**config.mk**
```make
export PLATFORM = sky130hd
export DESIGN_NAME = mem_8x4_ctrl
export DESIGN_NICKNAME = d
export VERILOG_FILES = /design/src/rtl/mem_8x4_ctrl.sv
export SDC_FILE = /design/constraint.sdc
export NUM_CORES = 1
export LEC_CHECK = 0
export ABC_CLOCK_PERIOD_IN_PS = 1690
export CAP_MARGIN = 5
export CORE_ASPECT_RATIO = 2
export CORE_UTILIZATION = 42
export CTS_CLUSTER_SIZE = 24
export DETAILED_ROUTE_END_ITERATION = 10
export GPL_TIMING_DRIVEN = 0
export PLACE_DENSITY = 0.74
export SYNTH_ARGS = -nofsm -noshare
export SYNTH_HDL_FRONTEND = slang
export SYNTH_SLANG_ARGS = --single-unit
```
**constraint.sdc**
```tcl
create_clock -name clk -period 1.69 [get_ports clk]
set_clock_uncertainty 0.05 [all_clocks]
set_input_delay 0.507 -clock clk [delete_from_list [all_inputs] [get_ports clk]]
set_output_delay 0.507 -clock clk [all_outputs]
set_load 0.03 [all_outputs]
```
**src/rtl/mem_8x4_ctrl.sv**
```systemverilog
// Command-driven controller for the 8x4 asynchronous-read scratch memory.
// Turns fill-write / burst-read commands into registered memory cycles and read responses.
module mem_8x4_ctrl #(
   parameter int ADDR_W = 3,
   parameter int DATA_W = 4,
   parameter int DEPTH  = 8
) (
   input  logic              clk,
   input  logic              rst_n,
   input  logic              cmd_valid,
   output logic              cmd_ready,
   input  logic              cmd_write,
   input  logic [ADDR_W-1:0] cmd_addr,
   input  logic [DATA_W-1:0] cmd_wdata,
   input  logic [ADDR_W-1:0] cmd_len,
   output logic              rsp_valid,
   input  logic              rsp_ready,
   output logic [DATA_W-1:0] rsp_data,
   output logic [ADDR_W-1:0] rsp_addr,
   output logic              rsp_last,
   output logic              wr_done,
   output logic              busy,
   output logic [ADDR_W-1:0] mem_addr,
   output logic [DATA_W-1:0] mem_data_in,
   output logic              mem_wr_enable,
   input  logic [DATA_W-1:0] mem_data_out
);

   typedef enum logic [2:0] {IDLE, WRITE, RD_SETUP, RD_RESP, DONE} state_t;

   state_t            state;
   logic [ADDR_W-1:0] beat;
   logic [ADDR_W-1:0] addr_cnt;
   logic [ADDR_W-1:0] len_q;
   logic [ADDR_W-1:0] next_addr;

   assign next_addr = (addr_cnt == ADDR_W'(DEPTH - 1)) ? '0 : addr_cnt + ADDR_W'(1);
   assign busy      = (state != IDLE);

   always_ff @(posedge clk or negedge rst_n) begin
      if (!rst_n) begin
         state         <= IDLE;
         beat          <= '0;
         addr_cnt      <= '0;
         len_q         <= '0;
         cmd_ready     <= 1'b0;
         rsp_valid     <= 1'b0;
         rsp_data      <= '0;
         rsp_addr      <= '0;
         rsp_last      <= 1'b0;
         wr_done       <= 1'b0;
         mem_addr      <= '0;
         mem_data_in   <= '0;
         mem_wr_enable <= 1'b0;
      end else begin
         case (state)
            IDLE: begin
               wr_done   <= 1'b0;
               rsp_valid <= 1'b0;
               if (cmd_valid && cmd_ready) begin
                  cmd_ready <= 1'b0;
                  beat      <= '0;
                  addr_cnt  <= cmd_addr;
                  mem_addr  <= cmd_addr;
                  len_q     <= cmd_len;
                  if (cmd_write) begin
                     state         <= WRITE;
                     mem_wr_enable <= 1'b1;
                     mem_data_in   <= cmd_wdata;
                  end else begin
                     state         <= RD_SETUP;
                     mem_wr_enable <= 1'b0;
                  end
               end else begin
                  cmd_ready <= 1'b1;
               end
            end
            WRITE: begin
               if (beat == len_q) begin
                  mem_wr_enable <= 1'b0;
                  wr_done       <= 1'b1;
                  state         <= DONE;
               end else begin
                  beat     <= beat + ADDR_W'(1);
                  addr_cnt <= next_addr;
                  mem_addr <= next_addr;
               end
            end
            DONE: begin
               wr_done   <= 1'b0;
               cmd_ready <= 1'b1;
               state     <= IDLE;
            end
            RD_SETUP: begin
               // The memory read is combinational, so data for mem_addr is valid by this edge.
               rsp_data  <= mem_data_out;
               rsp_addr  <= mem_addr;
               rsp_last  <= (beat == len_q);
               rsp_valid <= 1'b1;
               state     <= RD_RESP;
            end
            RD_RESP: begin
               if (rsp_ready) begin
                  rsp_valid <= 1'b0;
                  if (rsp_last) begin
                     cmd_ready <= 1'b1;
                     state     <= IDLE;
                  end else begin
                     beat     <= beat + ADDR_W'(1);
                     addr_cnt <= next_addr;
                     mem_addr <= next_addr;
                     state    <= RD_SETUP;
                  end
               end
            end
            default: state <= IDLE;
         endcase
      end
   end

endmodule

```
==> flow_summary.ini, run 1 <==
[critical_path]
r2r_cells = 7
crit_fanout = 5
critPathKind = flop to primary output
arrival_ns = 1.34
cp_data_required_time_ns = 1.13
start_kind = flop
end_kind = primary output

[logic_synthesis]
yosysTopAreaCellShare = 0.5072
synthTopCellsByArea = dfrtp_1 51%, nand2_1 7.6%, mux2_2 6.5%
syn-num-nets = 148
synth.avg_cell_area_um2 = 10.96
synth.distinct_cells = 36
synth_warnings = 0
synth_largest_area_cell = dfrtp_1
syn_area_um2 = 1381
ys_ff_latch = 28
syn_inst = 126
synth-seq-area-share = 0.5072

[run_status]
violations = negative setup slack
outcome = finished with violations

[power_and_ir_drop]
power.switching_mw = 1.976
combPwrFrac = 0.623
switching_share = 0.4258
clockPowerShare = 0.116
p_per_area_nw_per_um2 = 2297
power.share.sequential = 0.261
p_leak_nw = 0.9969
ir_worst_vdd_mv = 1.359
internal_power_mw = 2.665

[placement]
hpwlAfterDp_mm = 2.351
dpl_cell_area_um2 = 1802
io_buffers = 38
gp_congestion = 0.8097

[layout]
fillers = 269
layout_common_cells = 27 x nand2_1, 27 x dfrtp_1, 18 x dlygate4sd2_1, 16 x buf_4, 15 x clkdlybuf4s50_1
post-route-util = 0.6401
drive_gt1_frac = 0.3132
syn_to_final_growth_pct = 46.29
nNetsFinal = 205
num_antenna_cells = 0
final_area_um2 = 2021

[clock_tree]
cts.path.max_buffers = 2
clock-sinks = 28
clk_pin_slew_worst_paths_ns = 0.10
holdBufCountCts = 0
clock_latency_ns = 0.28
cts_tree = done
clockRootBuffer = clkbuf_8
cts.htree.levels = 1
cts_buffers = 3

[worst_hold_path]
worst_hold_path_type = primary input to async pin

[routing]
dr.pass1.iters = 7
drt_wl_total_mm = 3.553
vias_per_cell = 5.596
wire_per_inst_um = 16.68
ant_nets = 0
drt_iter0_drc = 25
vias = 1192
drc = 0

[timing]
worst_slew_pin_slew_ns = 0.6263
slew_headroom = 0.5824
setup_violations = 22
fin_crit_sh = 1.122
rsz0062_at_grt = true
report.final.slew_viol_count = 0
max_freq_mhz = 527.2
final.min_clock_period_ns = 1.897
finalWorstSetupSlack_ns = -0.2068
hold_violations = 0

[global_route]
grt_max_degree = 29
grtUsageTotal = 0.2058
antenna_found_initial = 0
grt_pass1_vias = 1248
grt_pass1_wl_mm = 5.637
overflow = 0

[die]
die_x_um = 42.55
rows = 29
pin_count = 39
initial_utilization = 0.4376
dieHeight_um = 83.10
coreArea_um2 = 3157
die-area_um2 = 3536

[flow_run]
maxCapViolations = 0
==> critical path: stages, from the launching register on <==
cell     delay (ns)
dfrtp_1        0.39
buf_6          0.13
or3_4          0.39
buf_6          0.15
==> power groups by stage <==
| stage | Clock (mW) | Sequential, mW | Combinational (mW) |
|---|---|---|---|
| floorplan | 0 | 1.59 | 1.36 |
| global placement | 0 | 1.20 | 2.47 |
| detailed placement | 0 | 1.21 | 2.56 |
| CTS | 0.540 | 1.21 | 2.63 |
| global route | 0.571 | 1.25 | 3.09 |
| finish | 0.537 | 1.21 | 2.89 |
==> cell usage after synthesis (all sizes together) <==
| cell type | count |
|---|---|
| o31ai | 2 |
| o22ai | 1 |
| or3 | 3 |
| mux2 | 12 |
| a2111oi | 1 |
| inv | 3 |
| buf | 4 |
| mux2i | 1 |
| nand2b | 4 |
| and3 | 1 |
| a221oi | 2 |
| a211o | 2 |
| a21boi | 1 |
| o2bb2ai | 1 |
| a32o | 1 |
| o21ai | 8 |
| clkbuf | 2 |
| nor3 | 4 |
| a22o | 1 |
| ha | 3 |
| a2bb2oi | 1 |
| nor3b | 1 |
| xor2 | 3 |
| nor2 | 4 |
| dfrtp | 28 |
| nand2 | 29 |
| a21o | 2 |
| a21oi | 1 |
==> what timing repair did <==
| action | CTS | global route |
|---|---|---|
| pin swaps | 5 | 3 |
| resized for setup | 38 | 17 |
| endpoints found under the setup margin | 59 | 24 |
| hold endpoints to repair | 0 | 0 |
| setup buffers | 5 | 9 |
==> routing by layer <==
layer / share of wire / track usage / vias to the layer above
met5: 0 / 0 / -
met4: 0.021 / 0.1136 / 0
met3: 0.031 / 0.03261 / 11
met2: 0.58 / 0.3580 / 46
met1: 0.36 / 0.2281 / 583
li1: - / - / 552
==> layout make-up <==
type	count	area, um^2	share of cell area
Buffer	6	52.55	0.02601
Clock buffer	3	41.29	0.02043
Clock inverter	1	30.03	0.01486
Inverter	3	15.01	0.007430
Multi-Input combinational cell	89	691.9	0.3424
Sequential cell	28	701.9	0.3474
Tap cell	31	38.79	0.01920
Timing Repair Buffer	52	449.2	0.2223
==> logic make-up after synthesis <==
| group | count (synthesis) | synth area share |
|---|---|---|
| fa+ha+maj | 3 | 0.02718 |
| xor+xnor | 3 | 0.01903 |
| buf+inv | 9 | 0.03895 |
| flops | 28 | 0.5072 |
| simple gates | 46 | 0.1621 |
| mux | 13 | 0.1159 |
| compound gates | 24 | 0.1295 |
==> sequential cells by signal, summed over array words and instances (netlist names) <==
signal / cells
rsp_data: 4
rsp_valid: 1
mem_data_in: 4
cmd_ready: 1
wr_done: 1
beat: 3
mem_wr_enable: 1
state: 3
rsp_last: 1
len_q: 3
rsp_addr: 3
addr_cnt: 3
==> metrics by stage <==
| stage | power (mW) | setup slack, ns | TNS [ns] | std cells | hold WS [ns] |
|---|---|---|---|---|---|
| 2_1_floorplan | 2.954 | -0.03108 | -0.1146 | 126 | 0.1614 |
| 3_3_place_gp | 3.663 | -0.4518 | -14.20 | 195 | 0.4121 |
| 3_5_place_dp | 3.770 | -0.5175 | -16.38 | 195 | 0.4198 |
| 4_1_cts | 4.376 | -0.2361 | -0.2514 | 204 | 0.4390 |
| 5_1_grt | 4.915 | -0.2467 | -3.525 | 213 | 0.2266 |
| 6_report | 4.642 | -0.2068 | -2.173 | 213 | 0.1791 |
==> final timing paths <==
kind,to,start,slack (ns)
setup / recovery,busy,state[1],-0.21
hold / removal,rsp_addr[1],rst_n,0.18
setup reg to reg,addr_cnt[2],state[1],-0.16
hold reg to reg,rsp_data[0],rsp_data[0],0.44
max in group asynchronous,rsp_last,rst_n,0.97
min in group clk,rsp_data[0],rsp_data[0],0.44
No activity file was read; power rests on OpenSTA's default activity.
==> run 2: changes to the inputs <==
- RECOVER_POWER: unset -> 100
==> run 2 against run 1 <==
  * Critical endpoint unchanged
  * Routed wire length decreased by 0.28%
  * The run still ends with negative setup slack left
  * Utilization shrank 0.16 points
  * Sequential power about the same
  * Total power fell by 0.25%
==> flow_summary.ini, run 2 (same netlist as run 1, synthesis figures left out) <==
[layout]
multiInputGateArea_um2 = 686.9
num_antenna_cells = 0
drive_gt1_frac = 0.3077
regArea_um2 = 701.9
fillers = 270
syn_to_final_growth_pct = 45.92
nNetsFinal = 205
reg_top3 = mem_data_in (4), rsp_data (4)
final_area_um2 = 2016
layout_common_cells = 27 x nand2_1, 27 x dfrtp_1, 18 x dlygate4sd2_1, 16 x buf_4, 15 x clkdlybuf4s50_1

[die]
coreArea_um2 = 3157
die_x_um = 42.55
rows = 29
pin_count = 39
die-area_um2 = 3536
dieHeight_um = 83.10
initial_utilization = 0.4376

[critical_path]
crit_fanout = 5
cp_data_required_time_ns = 1.13
arrival_ns = 1.34
critPathKind = flop to primary output
start_kind = flop
end_kind = primary output

[power_and_ir_drop]
power.total_mw = 4.630
p_per_area_nw_per_um2 = 2297
p_leak_nw = 0.9963
ir_worst_vdd_mv = 1.340

[timing]
report.final.slew_viol_count = 0
slew_headroom = 0.5317
max_freq_mhz = 525.8
fin_crit_sh = 1.125
setup_violations = 22
rsz0062_at_grt = true
worst_slew_pin_slew_ns = 0.7024
hold_slack_ns = 0.2032
final.min_clock_period_ns = 1.902
finalWorstSetupSlack_ns = -0.2117
hold_violations = 0

[routing]
vias = 1186
drt_iter0_drc = 27
ant_nets = 0
drt_wl_total_mm = 3.543
dr.pass1.iters = 4
vias_per_cell = 5.568
drc = 0
wire_per_inst_um = 16.63

[run_status]
violations = negative setup slack
outcome = finished with violations

[clock_tree]
cts.path.max_buffers = 2
clock-sinks = 28
cts_tree = done
clock_latency_ns = 0.28
cts.htree.levels = 1
holdBufCountCts = 0
clockRootBuffer = clkbuf_8
cts_buffers = 3
clk_pin_slew_worst_paths_ns = 0.10

[global_route]
grt_pass1_vias = 1248
grtUsageTotal = 0.2058
overflow = 0
grt_max_degree = 29
grt_pass1_wl_mm = 5.637
antenna_found_initial = 0

[flow_run]
maxCapViolations = 0

[placement]
gp_congestion = 0.8097
preCtsSetupSlack_ns = -0.5175
io_buffers = 38
dpl_cell_area_um2 = 1802
hpwlAfterDp_mm = 2.351

[worst_hold_path]
worst_hold_path_type = primary input to async pin
## run 2: cell count changes in the layout (fill, tap and decap cells not counted)
cell      change
nor3_2        -1
nor3_1        +1
buf_2         -1
clkbuf_2      +1
## run 2: per-stage QoR
| stage | std cells | utilization | TNS [ns] |
|---|---|---|---|
| 2_1_floorplan | 126 | - | -0.1146 |
| 3_3_place_gp | 195 | 0.5707 | -14.20 |
| 3_5_place_dp | 195 | 0.5707 | -16.38 |
| 4_1_cts | 204 | 0.6096 | -0.2514 |
| 5_1_grt | 213 | 0.6385 | -3.511 |
| 6_report | 213 | 0.6385 | -2.085 |
## run 2: critical path, stage by stage (launching register included)
cell and delay (ns):
dfrtp_1 0.39, buf_6 0.13, or3_4 0.39, buf_6 0.15
## run 2: per-layer routing
| metal | track usage | vias to the layer above | routed length [um] |
|---|---|---|---|
| met5 | 0 | - | 0 |
| met4 | 0.1136 | 0 | 86 |
| met3 | 0.03261 | 11 | 96 |
| met2 | 0.3580 | 36 | 2054 |
| met1 | 0.2281 | 586 | 1305 |
| li1 | - | 553 | - |
## run 2: final cells by class
cell class                      count  area share
Sequential cell                    28      0.3482
Multi-Input combinational cell     89      0.3408
Timing Repair Buffer               52      0.2228
Buffer                              6     0.02607
Clock buffer                        3     0.02048
Tap cell                           31     0.01924
Clock inverter                      1     0.01490
Inverter                            3    0.007449
## run 2: worst paths after layout
path / from / to / slack (ns) / cells past startpoint
max: state[1] / busy / -0.21 / 3
min: rst_n / rsp_addr[1] / 0.20 / 1
max reg2reg: state[1] / len_q[0] / -0.16 / 6
min reg2reg: rsp_data[0] / rsp_data[0] / 0.44 / 2
max in group asynchronous: rst_n / rsp_last / 0.90 / 1
min in group clk: rsp_data[0] / rsp_data[0] / 0.44 / 2
## run 2: repair_timing
item,4_1_cts,5_1_grt
gates resized for setup,38,17
pin swaps,5,3
endpoints found under the setup margin,59,24
setup buffers,5,9
gates cloned,0,0
## run 2: report_power, final
group          switching, mW  internal [mW]
Combinational           1.53           1.35
Clock                  0.220          0.318
Sequential             0.221          0.992
==> run 3: changes to the inputs <==
- MAX_ROUTING_LAYER: unset -> met4
- SLEW_MARGIN: unset -> 20
==> run 3 against run 2 <==
  * Die area unchanged
  * The run still ends with negative setup slack left
  * Non-clock buffer count down 2
  * Fmax down 0.18%
  * Flip-flop and latch count unchanged
  * Combinational power up 4%
  * Total power up 2.5%
  * Via count down 2.2%
  * Highest routed layer unchanged
  * Clock-buffer cell count unchanged
==> flow_summary.ini, run 3 (same netlist as run 1, synthesis figures left out) <==
[run_status]
outcome = finished with violations
violations = negative setup slack

[layout]
reg_top3 = mem_data_in (4), rsp_data (4)
drive_gt1_frac = 0.3000
multiInputGateArea_um2 = 713.2
post-route-util = 0.6476
fin_cells = 211
regArea_um2 = 701.9
nNetsFinal = 203
num_antenna_cells = 0
syn_to_final_growth_pct = 48.01
fillers = 257
layout_common_cells = 27 x nand2_1, 27 x dfrtp_1, 18 x dlygate4sd2_1, 15 x clkdlybuf4s50_1

[clock_tree]
cts.path.max_buffers = 2
cts_buffers = 3
clk_pin_slew_worst_paths_ns = 0.10
cts_tree = done
clock-sinks = 28
holdBufCountCts = 0
cts.htree.levels = 1
clockRootBuffer = clkbuf_8
clock_latency_ns = 0.28

[die]
coreArea_um2 = 3157
dieHeight_um = 83.10
rows = 29
initial_utilization = 0.4376
die-area_um2 = 3536
pin_count = 39
die_x_um = 42.55

[timing]
finalWorstSetupSlack_ns = -0.2152
setup_violations = 14
slew_headroom = 0.5294
report.final.slew_viol_count = 0
hold_violations = 0
worst_slew_pin_slew_ns = 0.7059
rsz0062_at_grt = true
max_freq_mhz = 524.9
fin_crit_sh = 1.127
final.min_clock_period_ns = 1.905

[critical_path]
crit_fanout = 6
critPathKind = flop to primary output
cp_data_required_time_ns = 1.13
arrival_ns = 1.35
end_kind = primary output
start_kind = flop

[global_route]
grt_max_degree = 29
use_met3 = 0.01304
grt_util_met1 = 0.2428
grtUsageTotal = 0.2159
use_met2 = 0.3860
grt_pass1_vias = 1222
grt_pass1_wl_mm = 5.768
overflow = 0
antenna_found_initial = 0
grt-busiest-layer = met2

[routing]
vias = 1160
drt_iter0_drc = 15
drc = 0
ant_nets = 0
dr.pass1.iters = 4
vias_per_cell = 5.498
drt_wl_total_mm = 3.605
wire_per_inst_um = 17.09

[placement]
dp_cells = 195
io_buffers = 38
gp_congestion = 0.8216
hpwlAfterDp_mm = 2.376
preCtsSetupSlack_ns = -0.4739

[power_and_ir_drop]
p_per_area_nw_per_um2 = 2322
p_leak_nw = 0.9956
power.total_mw = 4.748
ir_worst_vdd_mv = 1.324

[flow_run]
maxCapViolations = 0

[worst_hold_path]
worst_hold_path_type = primary input to async pin
==> run 3: final cells by class <==
| type | instances | area share |
|---|---|---|
| multi-input combinational | 89 | 0.3488 |
| sequential | 28 | 0.3433 |
| timing repair buffer | 50 | 0.2191 |
| buffer | 6 | 0.02754 |
| clock buffer | 3 | 0.02020 |
| tap | 31 | 0.01897 |
| clock inverter | 1 | 0.01469 |
| inverter | 3 | 0.007344 |
==> run 3: what timing repair did <==
action	CTS	global route
gates resized for setup	41	23
pin swaps	6	3
endpoints found under the setup margin	33	21
setup buffers	5	9
==> run 3: path summary, 6_finish.rpt <==
| kind | from | end | slack [ns] | cells after the start |
|---|---|---|---|---|
| worst min-delay path | rst_n | addr_cnt[1] | 0.20 | 1 |
| max in group asynchronous | rst_n | rsp_last | 0.90 | 1 |
| worst max register to register | state[1] | addr_cnt[2] | -0.16 | 7 |
| worst max-delay path | state[1] | busy | -0.22 | 3 |
| worst min register to register | rsp_addr[2] | rsp_addr[2] | 0.43 | 2 |
| min in group clk | rsp_addr[2] | rsp_addr[2] | 0.43 | 2 |
==> run 3: worst max-delay path, stage by stage, from the launching register on <==
cell,delay (ns)
dfrtp_1,0.39
buf_6,0.13
or3_4,0.40
buf_6,0.15
==> run 3: where the power goes <==
| group | leakage [nW] | total (mW) | internal, mW | switching (mW) |
|---|---|---|---|---|
| sequential | 0.347 | 1.21 | 0.991 | 0.220 |
| clock | 0.0357 | 0.540 | 0.318 | 0.223 |
| combinational | 0.613 | 3.00 | 1.39 | 1.60 |
| total | 0.996 | 4.75 | 2.70 | 2.05 |
==> run 3: metrics by stage <==
| step | hold slack, ns | instance area (um^2) | setup TNS, ns |
|---|---|---|---|
| global route | 0.2667 | 2044 | -2.532 |
| CTS | 0.2102 | 1937 | -0.2491 |
| finish | 0.2050 | 2044 | -1.607 |
| detailed placement | 0.4181 | 1797 | -4.689 |
| global placement | 0.4121 | 1802 | -14.20 |
| floorplan | 0.1614 | 1383 | -0.1146 |
==> run 3: metal layers <==
layer / wire [um] / part of all wire
met1: 1372 / 0.38
met2: 2114 / 0.59
met3: 79 / 0.022
met4: 39 / 0.011
met5: 0 / 0
